--- src/rtl/trace_stream_emitter_pkg.sv ---
// Shared definitions for the retirement trace emitter: snapshot layout,
// flag bit positions, header tag, serialiser states and word selection helpers.
package trace_stream_emitter_pkg;

    localparam int unsigned FLAG_RW = 0;
    localparam int unsigned FLAG_MR = 1;
    localparam int unsigned FLAG_MW = 2;
    localparam int unsigned FLAG_H  = 3;

    localparam logic [3:0] HDR_TAG = 4'hA;
    localparam int unsigned SNAP_W = 56;

    typedef struct packed {
        logic [3:0]  flags;     // {H, MW, MR, RW}
        logic [3:0]  wb_reg;
        logic [15:0] wb_data;
        logic [15:0] mem_addr;
        logic [15:0] mem_data;  // load data if MR, else store data
    } snap_t;

    typedef enum logic [2:0] {
        StIdle,
        StHdr,
        StRdata,
        StAddr,
        StMdata,
        StCyc,
        StInst,
        StDone
    } ser_state_e;

    function automatic logic [15:0] hdr_word(input snap_t s);
        return {HDR_TAG, s.flags, 4'h0, s.wb_reg};
    endfunction

    // Word that follows `st` within a record; StIdle marks end of a plain record.
    function automatic ser_state_e next_state(input ser_state_e st, input logic [3:0] flags);
        logic has_mem;
        has_mem = flags[FLAG_MR] | flags[FLAG_MW];
        case (st)
            StHdr: begin
                if (flags[FLAG_RW])     return StRdata;
                else if (has_mem)       return StAddr;
                else if (flags[FLAG_H]) return StCyc;
                else                    return StIdle;
            end
            StRdata: begin
                if (has_mem)            return StAddr;
                else if (flags[FLAG_H]) return StCyc;
                else                    return StIdle;
            end
            StAddr:  return StMdata;
            StMdata: return flags[FLAG_H] ? StCyc : StIdle;
            StCyc:   return StInst;
            StInst:  return StDone;
            default: return StIdle;
        endcase
    endfunction

    function automatic logic [15:0] word_for(input ser_state_e st, input snap_t s,
                                             input logic [15:0] cyc, input logic [15:0] inst);
        case (st)
            StRdata: return s.wb_data;
            StAddr:  return s.mem_addr;
            StMdata: return s.mem_data;
            StCyc:   return cyc;
            StInst:  return inst;
            default: return hdr_word(s);
        endcase
    endfunction

endpackage

--- src/rtl/trace_stream_emitter_snap_fifo.sv ---
// Synchronous snapshot FIFO. Exposes the head and the entry behind it so the
// serialiser can start the next record in the same cycle it retires one.
module trace_snap_fifo #(
    parameter int unsigned DEPTH = 4,
    parameter int unsigned WIDTH = 56
) (
    input  logic             clk,
    input  logic             rst_n,
    input  logic             push,
    input  logic [WIDTH-1:0] push_data,
    input  logic             pop,
    output logic [WIDTH-1:0] head,
    output logic [WIDTH-1:0] next_head,
    output logic             full,
    output logic             empty,
    output logic             more_than_one
);

    localparam int unsigned AW = $clog2(DEPTH);

    logic [WIDTH-1:0] mem [DEPTH];
    logic [AW-1:0]    rptr_q, wptr_q;
    logic [AW:0]      count_q, count_d;
    logic             push_ok, pop_ok;

    assign full          = (count_q == (AW+1)'(DEPTH));
    assign empty         = (count_q == '0);
    assign more_than_one = (count_q > (AW+1)'(1));
    assign pop_ok        = pop && !empty;
    // A pop in the same cycle frees the slot, so a push into a full FIFO is still taken.
    assign push_ok       = push && (!full || pop_ok);
    assign head          = mem[rptr_q];
    assign next_head     = mem[rptr_q + AW'(1)];

    // Occupancy next-state.
    always_comb begin
        count_d = count_q;
        case ({push_ok, pop_ok})
            2'b10:   count_d = count_q + (AW+1)'(1);
            2'b01:   count_d = count_q - (AW+1)'(1);
            default: count_d = count_q;
        endcase
    end

    // Pointers and occupancy.
    always_ff @(posedge clk or negedge rst_n) begin
        if (!rst_n) begin
            rptr_q  <= '0;
            wptr_q  <= '0;
            count_q <= '0;
        end else begin
            if (push_ok) wptr_q <= wptr_q + AW'(1);
            if (pop_ok)  rptr_q <= rptr_q + AW'(1);
            count_q <= count_d;
        end
    end

    // Storage array; contents are don't-care while empty, so no reset.
    always_ff @(posedge clk) begin
        if (push_ok) mem[wptr_q] <= push_data;
    end

endmodule

--- src/rtl/trace_stream_emitter.sv ---
// Retirement trace emitter: captures commit events into a snapshot FIFO and
// serialises them as 16-bit words on a valid/ready stream, ending with a halt summary.
module trace_stream_emitter
    import trace_stream_emitter_pkg::*;
#(
    parameter int unsigned DEPTH = 4,
    parameter int unsigned CNT_W = 16
) (
    input  logic        clk,
    input  logic        rst_n,
    input  logic        wb_regwrite,
    input  logic [3:0]  wb_reg,
    input  logic [15:0] wb_data,
    input  logic        mem_read,
    input  logic        mem_write,
    input  logic [15:0] mem_addr,
    input  logic [15:0] mem_rdata,
    input  logic [15:0] mem_wdata,
    input  logic        halt,
    output logic        out_valid,
    input  logic        out_ready,
    output logic [15:0] out_data,
    output logic        overflow,
    output logic        done
);

    logic             halted_q;
    logic [CNT_W-1:0] cyc_q, inst_q;
    logic             pend_valid_q, pend_valid_d;
    snap_t            pend_q, pend_d;
    logic             overflow_q, overflow_d;
    logic             done_q, done_d;
    logic             out_valid_q, out_valid_d;
    logic [15:0]      out_data_q, out_data_d;
    ser_state_e       state_q, state_d, nxt;

    snap_t            snap, head, next_head, push_snap;
    logic [SNAP_W-1:0] head_raw, next_head_raw;
    logic             capture, can_push, push, pop;
    logic             fifo_full, fifo_empty, fifo_multi;
    logic [15:0]      cyc_word, inst_word;

    assign capture = !halted_q && (halt | mem_write | mem_read | wb_regwrite);

    assign snap.flags    = {halt, mem_write, mem_read, wb_regwrite};
    assign snap.wb_reg   = wb_reg;
    assign snap.wb_data  = wb_data;
    assign snap.mem_addr = mem_addr;
    assign snap.mem_data = mem_read ? mem_rdata : mem_wdata;

    assign head      = head_raw;
    assign next_head = next_head_raw;
    assign cyc_word  = 16'(cyc_q);
    assign inst_word = 16'(inst_q);

    assign out_valid = out_valid_q;
    assign out_data  = out_data_q;
    assign overflow  = overflow_q;
    assign done      = done_q;

    trace_snap_fifo #(
        .DEPTH (DEPTH),
        .WIDTH (SNAP_W)
    ) u_fifo (
        .clk           (clk),
        .rst_n         (rst_n),
        .push          (push),
        .push_data     (push_snap),
        .pop           (pop),
        .head          (head_raw),
        .next_head     (next_head_raw),
        .full          (fifo_full),
        .empty         (fifo_empty),
        .more_than_one (fifo_multi)
    );

    // Capture path: push snapshot, park a halt that meets a full FIFO, flag drops.
    always_comb begin
        push         = 1'b0;
        push_snap    = snap;
        pend_valid_d = pend_valid_q;
        pend_d       = pend_q;
        overflow_d   = overflow_q;
        can_push     = !fifo_full || pop;
        if (pend_valid_q) begin
            // Inputs are already ignored here; only the parked halt competes for the slot.
            push_snap = pend_q;
            if (can_push) begin
                push         = 1'b1;
                pend_valid_d = 1'b0;
            end
        end else if (capture) begin
            if (can_push) begin
                push = 1'b1;
            end else if (halt) begin
                pend_valid_d = 1'b1;
                pend_d       = snap;
            end else begin
                overflow_d = 1'b1;
            end
        end
    end

    // Serialiser: walks the head record word by word, pops on its last word.
    always_comb begin
        state_d     = state_q;
        out_valid_d = out_valid_q;
        out_data_d  = out_data_q;
        done_d      = done_q;
        pop         = 1'b0;
        nxt         = StIdle;
        case (state_q)
            StIdle: begin
                if (!fifo_empty) begin
                    state_d     = StHdr;
                    out_valid_d = 1'b1;
                    out_data_d  = hdr_word(head);
                end
            end
            StDone: begin
                out_valid_d = 1'b0;
            end
            default: begin
                if (out_valid_q && out_ready) begin
                    nxt = next_state(state_q, head.flags);
                    if (nxt == StIdle) begin
                        pop = 1'b1;
                        if (fifo_multi) begin
                            state_d    = StHdr;
                            out_data_d = hdr_word(next_head);
                        end else begin
                            state_d     = StIdle;
                            out_valid_d = 1'b0;
                        end
                    end else if (nxt == StDone) begin
                        pop         = 1'b1;
                        done_d      = 1'b1;
                        out_valid_d = 1'b0;
                        state_d     = StDone;
                    end else begin
                        state_d    = nxt;
                        out_data_d = word_for(nxt, head, cyc_word, inst_word);
                    end
                end
            end
        endcase
    end

    // Counters run until halt is captured (halt cycle included), then freeze.
    always_ff @(posedge clk or negedge rst_n) begin
        if (!rst_n) begin
            halted_q <= 1'b0;
            cyc_q    <= '0;
            inst_q   <= '0;
        end else if (!halted_q) begin
            if (cyc_q != '1) cyc_q <= cyc_q + CNT_W'(1);
            if ((halt | wb_regwrite | mem_write) && (inst_q != '1)) inst_q <= inst_q + CNT_W'(1);
            if (halt) halted_q <= 1'b1;
        end
    end

    // Capture, serialiser and output registers.
    always_ff @(posedge clk or negedge rst_n) begin
        if (!rst_n) begin
            pend_valid_q <= 1'b0;
            pend_q       <= '0;
            overflow_q   <= 1'b0;
            done_q       <= 1'b0;
            out_valid_q  <= 1'b0;
            out_data_q   <= '0;
            state_q      <= StIdle;
        end else begin
            pend_valid_q <= pend_valid_d;
            pend_q       <= pend_d;
            overflow_q   <= overflow_d;
            done_q       <= done_d;
            out_valid_q  <= out_valid_d;
            out_data_q   <= out_data_d;
            state_q      <= state_d;
        end
    end

endmodule

--- config.mk ---
export PLATFORM = sky130hd
export DESIGN_NAME = trace_stream_emitter
export DESIGN_NICKNAME = d
export VERILOG_FILES = /design/src/rtl/trace_stream_emitter_pkg.sv /design/src/rtl/trace_stream_emitter_snap_fifo.sv /design/src/rtl/trace_stream_emitter.sv
export SDC_FILE = /design/constraint.sdc
export NUM_CORES = 1
export LEC_CHECK = 0
export ABC_AREA = 1
export ABC_CLOCK_PERIOD_IN_PS = 4570
export BUFFER_PORTS_ARGS = -buffer_cell sky130_fd_sc_hd__buf_4
export CORE_UTILIZATION = 50
export CTS_BUF_LIST = sky130_fd_sc_hd__clkbuf_4 sky130_fd_sc_hd__clkbuf_8
export CTS_CLUSTER_DIAMETER = 40
export CTS_CLUSTER_SIZE = 16
export DETAILED_ROUTE_END_ITERATION = 10
export GPL_TIMING_DRIVEN = 0
export PLACE_DENSITY_LB_ADDON = 0.15
export SLEW_MARGIN = 20
export SYNTH_ARGS = -nofsm -noshare
export SYNTH_HDL_FRONTEND = slang
export SYNTH_SLANG_ARGS = --single-unit
--- constraint.sdc ---
create_clock -name clk -period 4.57 [get_ports clk]
set_input_delay 0.457 -clock clk [delete_from_list [all_inputs] [get_ports clk]]
set_output_delay 0.457 -clock clk [all_outputs]
set_load 0.05 [all_outputs]
==> run summary, run 1 <==
CELLS AND AREA
--------------------------------------------------------------------------------
Area of combinational cells with multiple inputs .................. 0.004757 mm2
Area growth from synthesis to layout ..............................       16.83%
Post-layout net count .............................................         1807
Most frequent cells in the layout ................................. sky130_fd_sc_hd__nand2_1 (481), sky130_fd_sc_hd__edfxtp_1 (224), sky130_fd_sc_hd__inv_1 (139), sky130_fd_sc_hd__o21ai_0 (137), sky130_fd_sc_hd__dfrtp_1 (119)
Share of layout cells above drive strength 1 ......................       12.64%
Antenna diodes ....................................................            0
Fillcell total ....................................................         2525
Sequential cell area .............................................. 0.009704 mm2
Commonest non-fill, non-tap cell in the layout .................... sky130_fd_sc_hd__nand2_1

SYNTHESIS
--------------------------------------------------------------------------------
Post-Syn Area .....................................................  0.01530 mm2
Total nets after synthesis ........................................         1657
Number of synthesized flops with an enable pin ....................          224
Mean post-synth cell area .........................................    9.737 um2
Register bit total from synthesis .................................          343
Synth Warn # ......................................................            0
Count of cell types in the netlist ................................           45
FFs w/ async S/R, synth ...........................................       34.69%
Share of synthesized area occupied by flip-flops and latches ......       63.44%
Prevailing post-synth register cell ............................... sky130_fd_sc_hd__edfxtp_1
Number of instances in the synthesized netlist ....................         1571

PWR
--------------------------------------------------------------------------------
Power Dens Cells .................................................. 543.3 mW/mm2
Leakage power total ...............................................  0.007527 uW
Clock network fraction of total power .............................        27.8%
Post-layout total power ...........................................      9710 uW
Switching fraction of total power .................................       41.23%
Switching power summed over all nets ..............................      4003 uW
Int Power .........................................................      5707 uW
Fraction of power consumed by sequential logic ....................        36.1%
Maximum VDD drop ..................................................  0.0002999 V
Combinational fraction of design power ............................        36.1%

DETAILED ROUTING
--------------------------------------------------------------------------------
DRC violation total after the first TritonRoute iteration .........         1255
Total detailed-routing wirelength .................................     43710 um
Via Count .........................................................       11.99k
Drc violations ....................................................            0
Met2 routed WL ....................................................     20250 um
Detailed Routing Iterations Pass 1 ................................            6
Max layer used ....................................................         met5
Via-per-instance ratio ............................................        5.584
Post-route antenna net violation count ............................            0
Wire length on met1 ...............................................     18020 um
Total met3 wirelength after detailed routing ......................      3680 um
Detailed-route wire length per cell ...............................     20.36 um

GLOBAL ROUTE
--------------------------------------------------------------------------------
Grt total ovfl ....................................................            0
Pin count of the biggest net entering global routing ..............           70
Number of global-route vias before repair .........................       11.45k
First-pass GRT wire length ........................................     66830 um
Number of antenna violations at the first check in global routing .            1
Total routing resource utilization after global routing ...........       28.79%

CLOCK TREE
--------------------------------------------------------------------------------
Number of setup buffers added after CTS ...........................            0
CTS Root Buffer Type .............................................. sky130_fd_sc_hd__clkbuf_8
Worst-Skew Late Latency ...........................................      0.58 ns
Number of buffers added to fix hold violations after cts ..........            1
Number of clock buffers inserted by TritonCTS .....................           44
TritonCTS Sinks ...................................................          343
Post-cts gate resize count ........................................            0
Clock-pin transition on the worst setup and hold timing paths .....      0.08 ns
TritonCTS clock tree ..............................................          yes
CTS HTree Levels ..................................................            2
Clock tree buffer depth ...........................................            3

WORST SETUP PATH
--------------------------------------------------------------------------------
Arrival time of the worst setup path ..............................      3.78 ns
Data required, critical path ......................................      4.83 ns
Worst-case register-to-register setup slack .......................      1.05 ns
R2R cell count ....................................................           14
Critical Path Source Type .........................................    flip-flop
Launch point of the worst reg-to-reg path ......................... u_fifo.rptr_q[1]
Critical R2R Capture .............................................. u_fifo.mem[3][41]
Critical setup path kind ..........................................   reg -> reg
Worst Setup End Kind ..............................................    flip-flop
Largest fanout on the critical path ...............................           22

TIMING
--------------------------------------------------------------------------------
FMAX ..............................................................   0.2840 GHz
Post-route clock skew .............................................   0.02678 ns
RSZ-0062 raised after global routing ..............................           no
Part of the cycle the worst path needs ............................       77.04%
Worst Max-Slew Pin Slew ...........................................     1.035 ns
Number of endpoints failing setup at the final stage ..............            0
Hold slack ........................................................    0.1052 ns
Final slew viol count .............................................            0
Post-layout minimum cycle time ....................................     3.521 ns
Worst relative slew slack .........................................       30.30%
Final hold violation count ........................................            0

RUN STATUS
--------------------------------------------------------------------------------
Result of the run ................................................. finished, final reports clean

FLOORPLANNING
--------------------------------------------------------------------------------
Height of the chip ................................................     176.9 um
Standard-cell rows ................................................           63
Full die area .....................................................  0.03130 mm2
Die width .........................................................     176.9 um
I/O pin cnt .......................................................           94
Core Box Area .....................................................  0.02987 mm2
Initial cell density of the core ..................................       51.20%

PLACEMENT
--------------------------------------------------------------------------------
Quantity of I/O buffers inserted on ports .........................           92
Routability Congestion ............................................       0.9509
HPWL reported at the end of detailed placement ....................     30820 um

HOLD PATH
--------------------------------------------------------------------------------
Kind of path behind the tightest hold check .......................    in -> reg
WHS Endpoint ......................................................     overflow
Origin of the worst min-delay path ................................         halt
Hold Path Cell Cnt ................................................            2

JOB
--------------------------------------------------------------------------------
Max-cap check violation count .....................................            0

[routing by layer]
| metal | global-route usage, % | up-vias |
|---|---|---|
| li1 | - | 5570 |
| met1 | 39.92 | 5736 |
| met2 | 45.80 | 582 |
| met3 | 4.167 | 98 |
| met4 | 11.46 | 2 |
| met5 | 0 | - |
[synthesized netlist by cell type (2+ instances only)]
library cell	instances	area, um2
sky130_fd_sc_hd__a21oi_1	28	140.1
sky130_fd_sc_hd__a22oi_1	2	15.01
sky130_fd_sc_hd__a32o_1	2	20.02
sky130_fd_sc_hd__buf_1	6	22.52
sky130_fd_sc_hd__buf_2	14	70.07
sky130_fd_sc_hd__buf_6	2	22.52
sky130_fd_sc_hd__clkbuf_1	51	191.4
sky130_fd_sc_hd__clkinv_1	3	11.26
sky130_fd_sc_hd__dfrtp_1	119	2978
sky130_fd_sc_hd__edfxtp_1	224	6726
sky130_fd_sc_hd__ha_1	11	137.6
sky130_fd_sc_hd__inv_1	139	521.8
sky130_fd_sc_hd__inv_2	5	18.77
sky130_fd_sc_hd__nand2_1	481	1805
sky130_fd_sc_hd__nand2_2	5	31.28
sky130_fd_sc_hd__nand3_1	97	485.5
sky130_fd_sc_hd__nand4_1	36	225.2
sky130_fd_sc_hd__nor2_1	76	285.3
sky130_fd_sc_hd__nor3_1	17	85.08
sky130_fd_sc_hd__nor4_1	2	12.51
sky130_fd_sc_hd__o21a_1	2	15.01
sky130_fd_sc_hd__o21ai_0	137	685.7
sky130_fd_sc_hd__o21ai_1	39	195.2
sky130_fd_sc_hd__o21bai_1	2	15.01
sky130_fd_sc_hd__o221ai_1	2	17.52
sky130_fd_sc_hd__o22ai_1	15	93.84
sky130_fd_sc_hd__o31ai_1	3	22.52
sky130_fd_sc_hd__xnor2_1	11	96.34
sky130_fd_sc_hd__xor2_1	24	210.2
[final cells by class]
| cell class | count | share of cell area, % |
|---|---|---|
| flip-flops and latches | 343 | 54.30 |
| inverters | 147 | 3.087 |
| clock inverters | 29 | 2.128 |
| multi-input cells | 1007 | 26.62 |
| repair buffers | 104 | 5.405 |
| clock buffers | 53 | 3.976 |
| plain buffers | 74 | 1.757 |
| well taps | 390 | 2.730 |
[critical path, stage by stage (launching register included)]
cell and delay, ns:
sky130_fd_sc_hd__dfrtp_1 0.38, sky130_fd_sc_hd__inv_1 0.09, sky130_fd_sc_hd__buf_2 0.22, sky130_fd_sc_hd__nand3_1 0.15
sky130_fd_sc_hd__nand2_1 0.10, sky130_fd_sc_hd__nand2_1 0.26, sky130_fd_sc_hd__nand3_2 0.19, sky130_fd_sc_hd__nor2_1 0.16
sky130_fd_sc_hd__nand2_2 0.09, sky130_fd_sc_hd__nand2_2 0.10, sky130_fd_sc_hd__nand2_2 0.08, sky130_fd_sc_hd__nand2_2 0.17
sky130_fd_sc_hd__o21ai_2 0.23, sky130_fd_sc_hd__nor2_4 0.65, sky130_fd_sc_hd__buf_12 0.27
[kinds of logic (layout without fill, tap and decap cells)]
| logic type | Yosys count | count (layout) | synth area share, % |
|---|---|---|---|
| AOI/OAI and AO/OA | 240 | 240 | 8.425 |
| xor gates and xnor gates | 35 | 35 | 2.004 |
| adders and majority gates | 11 | 11 | 0.8997 |
| buffers and inverters | 221 | 407 | 5.660 |
| DFF | 343 | 343 | 63.44 |
| and+or+nand+nor | 721 | 721 | 19.57 |
[power by group through the flow]
stage	Sequential (uW)	Combinational, uW	Clock [uW]
4_1_cts	3510	3450	2740
2_1_floorplan	3780	1950	0
5_1_grt	3520	3800	2870
6_report	3510	3500	2700
3_3_place_gp	3570	3400	0
3_5_place_dp	3570	3440	0
[worst max path at each step]
stage,from,endpoint,slack (ns),cells past startpoint
after global placement,u_fifo.rptr_q[1],u_fifo.mem[1][41],-2.54,13
after detailed placement,u_fifo.rptr_q[1],u_fifo.mem[3][41],1.07,14
after global routing,u_fifo.rptr_q[1],u_fifo.mem[3][41],0.75,14
after CTS,u_fifo.rptr_q[1],u_fifo.mem[3][41],1.02,14
after floorplan,u_fifo.rptr_q[0],u_fifo.mem[0][0],0.13,14
final,u_fifo.rptr_q[1],u_fifo.mem[3][41],1.05,14
[through the flow]
stage	TNS, ns	area [um2]	utilization (%)	setup slack [ns]	cells
2_1_floorplan	0	15300	-	0.1276	1571
3_3_place_gp	-554.55	16480	55.15	-2.545	2053
3_5_place_dp	0	16770	56.14	1.075	2064
4_1_cts	0	17870	59.82	1.025	2147
5_1_grt	0	17870	59.82	0.7484	2147
6_report	0	17870	59.82	1.049	2147
[registers in the layout, indices dropped and copies added, names as in the netlist]
| register | flops |
|---|---|
| out_data | 16 |
| out_valid | 1 |
| done | 1 |
| state_q | 3 |
| u_fifo.mem | 224 |
| inst_q | 16 |
| u_fifo.wptr_q | 2 |
| u_fifo.count_q | 3 |
| overflow | 1 |
| pend_valid_q | 1 |
| halted_q | 1 |
| pend_q | 56 |
| u_fifo.rptr_q | 2 |
| cyc_q | 16 |
Power figures use the tool's default switching activity.
==> run 2, diff against run 1 <==
- ABC_CLOCK_PERIOD_IN_PS: 4570 -> 3200
- clock period: 4.57 -> 3.2 ns (I/O delays scaled with it)
==> run summary, run 2 (synthesis results as in run 1) <==
RUN STATUS
--------------------------------------------------------------------------------
Result of the run ................................................. finished, final reports clean

FLOORPLANNING
--------------------------------------------------------------------------------
Standard-cell rows ................................................           63   unchanged
Core Box Area .....................................................  0.02987 mm2   unchanged
Die width .........................................................     176.9 um   unchanged
Initial cell density of the core ..................................       51.20%   unchanged
I/O pin cnt .......................................................           94   unchanged
Height of the chip ................................................     176.9 um   unchanged
Full die area .....................................................  0.03130 mm2   unchanged

CELLS AND AREA
--------------------------------------------------------------------------------
Most frequent cells in the layout ................................. sky130_fd_sc_hd__nand2_1 (480), sky130_fd_sc_hd__edfxtp_1 (224), sky130_fd_sc_hd__inv_1 (139), sky130_fd_sc_hd__o21ai_0 (137), sky130_fd_sc_hd__dfrtp_1 (119)
Flip-flop count of the largest register after layout ..............          224   unchanged
Post-layout net count .............................................         1834   +1.5%
Largest registers ................................................. u_fifo.mem: 224 flops, pend_q: 56 flops
Antenna diodes ....................................................            0   unchanged
Commonest non-fill, non-tap cell in the layout .................... sky130_fd_sc_hd__nand2_1
Post-Route Utilization ............................................       60.54%   +0.71 points
Share of layout cells above drive strength 1 ......................       12.80%   +0.17 points
Non-filler cells, final ...........................................         2171   +1.1%
Area growth from synthesis to layout ..............................       18.22%
Most flop-heavy register ..........................................   u_fifo.mem

WORST SETUP PATH
--------------------------------------------------------------------------------
Worst Setup End Kind ..............................................    flip-flop
Critical Path Slowest Stage Cell .................................. sky130_fd_sc_hd__dfrtp_1
Data required, critical path ......................................      3.48 ns   -1.35 ns
Ordered cell list for the critical path ........................... buf_4 > nand2_1 > nand3_1 > nand2_1 > nand2_2 > nand3_2 > nor2_1 > nand2_2 > nand2_2 > nand2_2 > nand2_4 > o21ai_4 > nor2_4 > buf_12 > buf_12
Bufs and invs on worst path .......................................            3   unchanged
Largest fanout on the critical path ...............................           21   -4.5%
Arrival time of the worst setup path ..............................      3.36 ns   -0.42 ns
Cell type with the highest occurrence count on the critical path .. sky130_fd_sc_hd__nand2_2
Largest stage delay, worst path ...................................      0.47 ns   -0.18 ns
Cell class contributing the biggest share of worst-path delay ..... simple AND/OR/NAND/NOR gates
Critical Path Source Type .........................................    flip-flop
Critical setup path kind ..........................................   reg -> reg
Worst-case register-to-register setup slack .......................      0.12 ns   -0.93 ns

GLOBAL ROUTE
--------------------------------------------------------------------------------
Met1 global-route usage ...........................................       39.68%   -0.25 points
Highest-utilization routing layer at the global route stage .......         met2
Number of global-route vias before repair .........................       11.38k   -0.62%
Met2 Track Usage GR ...............................................       45.11%   -0.69 points
Number of antenna violations at the first check in global routing .            1   unchanged
First-pass GRT wire length ........................................     66720 um   -0.18%
Grt total ovfl ....................................................            0   unchanged
Pin count of the biggest net entering global routing ..............           67   -4.3%
Met3 layer usage reported by global route .........................       6.207%   +2.0 points
Total routing resource utilization after global routing ...........       28.98%   +0.19 points

DETAILED ROUTING
--------------------------------------------------------------------------------
Via Count .........................................................       11.90k   -0.78%
Detailed-route wire length per cell ...............................     20.25 um   -0.51%
Post-route antenna net violation count ............................            0   unchanged
Drc violations ....................................................            0   unchanged
Detailed Routing Iterations Pass 1 ................................            6   unchanged
DRC violation total after the first TritonRoute iteration .........         1345   +7.2%
Via-per-instance ratio ............................................        5.479   -1.9%
Total detailed-routing wirelength .................................     43970 um   +0.60%

PLACEMENT
--------------------------------------------------------------------------------
HPWL reported at the end of detailed placement ....................     30720 um   -0.33%
Placed insts ......................................................         2063   -0.048%
Routability Congestion ............................................       0.8799   -7.5%
Quantity of I/O buffers inserted on ports .........................           92   unchanged
Setup Slack @ Placement ...........................................   -0.4676 ns   -1.542 ns

TIMING
--------------------------------------------------------------------------------
Part of the cycle the worst path needs ............................       96.27%   +19 points
Worst relative slew slack .........................................       36.61%   +6.3 points
RSZ-0062 raised after global routing ..............................          yes
Final slew viol count .............................................            0   unchanged
FMAX ..............................................................   0.3246 GHz   +14%
Final hold violation count ........................................            0   unchanged
Post-route clock skew .............................................   0.03753 ns   +0.01076 ns
Worst Slack Setup Final ...........................................    0.1194 ns   -0.9300 ns
Worst Max-Slew Pin Slew ...........................................    0.9409 ns   -0.09367 ns
Post-layout minimum cycle time ....................................     3.081 ns   -0.4400 ns
Number of endpoints failing setup at the final stage ..............            0   unchanged
Aggregate negative setup slack ....................................         0 ns   unchanged

CLOCK TREE
--------------------------------------------------------------------------------
TritonCTS clock tree ..............................................          yes
Number of clock buffers inserted by TritonCTS .....................           42   -4.5%
TritonCTS Sinks ...................................................          343   unchanged
Clock-pin transition on the worst setup and hold timing paths .....      0.08 ns   about the same
CTS HTree Levels ..................................................            2   unchanged
Worst-Skew Late Latency ...........................................      0.60 ns   +0.02 ns
CTS Root Buffer Type .............................................. sky130_fd_sc_hd__clkbuf_8
Clock tree buffer depth ...........................................            3   unchanged

PWR
--------------------------------------------------------------------------------
Maximum VDD drop ..................................................  0.0004141 V   +38%
Switching power summed over all nets ..............................      5663 uW   +41%
Int Power .........................................................      8140 uW   +43%
Combinational fraction of design power ............................        37.0%   +0.9 points
Fraction of power consumed by sequential logic ....................        36.3%   +0.2 points
Post-layout total power ...........................................     13800 uW   +42%
Leakage power total ...............................................  0.007636 uW   +1.5%
Switching fraction of total power .................................       41.03%   -0.20 points
Clock network fraction of total power .............................        26.8%   -1.0 points
Power Dens Cells .................................................. 763.2 mW/mm2   +40%

HOLD PATH
--------------------------------------------------------------------------------
Kind of path behind the tightest hold check .......................    in -> reg

JOB
--------------------------------------------------------------------------------
Max-cap check violation count .....................................            0   unchanged

run 2: cell type report:
class	count	area, um2
fill	2482	11790
clock inverter	27	332.8
tap	390	488.0
clock buffer	50	675.6
timing repair buffer	133	1231
inverter	147	551.8
multi-input combinational	1007	4778
sequential	343	9704
buffer	74	322.8
run 2: per-layer routing:
layer / vias up / routed length [um]
met1: 5705 / 18520
met2: 478 / 20120
met3: 96 / 3644
met5: - / 9
li1: 5614 / -
met4: 2 / 1684
run 2: final timing paths:
check,startpoint,end,cells past startpoint
min reg2reg,inst_q[15],inst_q[15],1
max,u_fifo.rptr_q[0],u_fifo.mem[3][40],15
min,wb_reg[2],pend_q[50],3
max reg2reg,u_fifo.rptr_q[0],u_fifo.mem[3][40],15
max in group asynchronous,rst_n,cyc_q[4],3
min in group asynchronous,rst_n,pend_q[19],2
run 2: power by group through the flow:
stage               Combinational (uW)  Sequential, uW  Clock (uW)
finish                            5100            5000        3700
global route                      5560            5030        3930
CTS                               4990            5010        3730
detailed placement                4930            5100           0
global placement                  4870            5090           0
floorplan                         2790            5390           0
run 2: worst register-to-register path: stages (launching register included):
cell and delay [ns]:
sky130_fd_sc_hd__dfrtp_1 0.47, sky130_fd_sc_hd__buf_4 0.22, sky130_fd_sc_hd__nand2_1 0.06, sky130_fd_sc_hd__nand3_1 0.14, sky130_fd_sc_hd__nand2_1 0.12, sky130_fd_sc_hd__nand2_2 0.18, sky130_fd_sc_hd__nand3_2 0.17, sky130_fd_sc_hd__nor2_1 0.16
sky130_fd_sc_hd__nand2_2 0.10, sky130_fd_sc_hd__nand2_2 0.10, sky130_fd_sc_hd__nand2_2 0.09, sky130_fd_sc_hd__nand2_4 0.15, sky130_fd_sc_hd__o21ai_4 0.15, sky130_fd_sc_hd__nor2_4 0.25, sky130_fd_sc_hd__buf_12 0.22, sky130_fd_sc_hd__buf_12 0.22
run 2: repair_timing:
item	in CTS	in global routing
buffers inserted	5	0
pin swaps	3	0
hold buffers	26	0
endpoints found under the hold margin	78	0
setup endpoints to repair	146	148
resized for setup	4	10
run 2: stage by stage:
stage               hold slack (ns)  instance area (um2)
floorplan                   0.02441                15310
global placement             0.4538                16490
detailed placement           0.2800                16740
CTS                       0.0001126                18060
global route                0.01631                18080
finish                     0.008209                18080
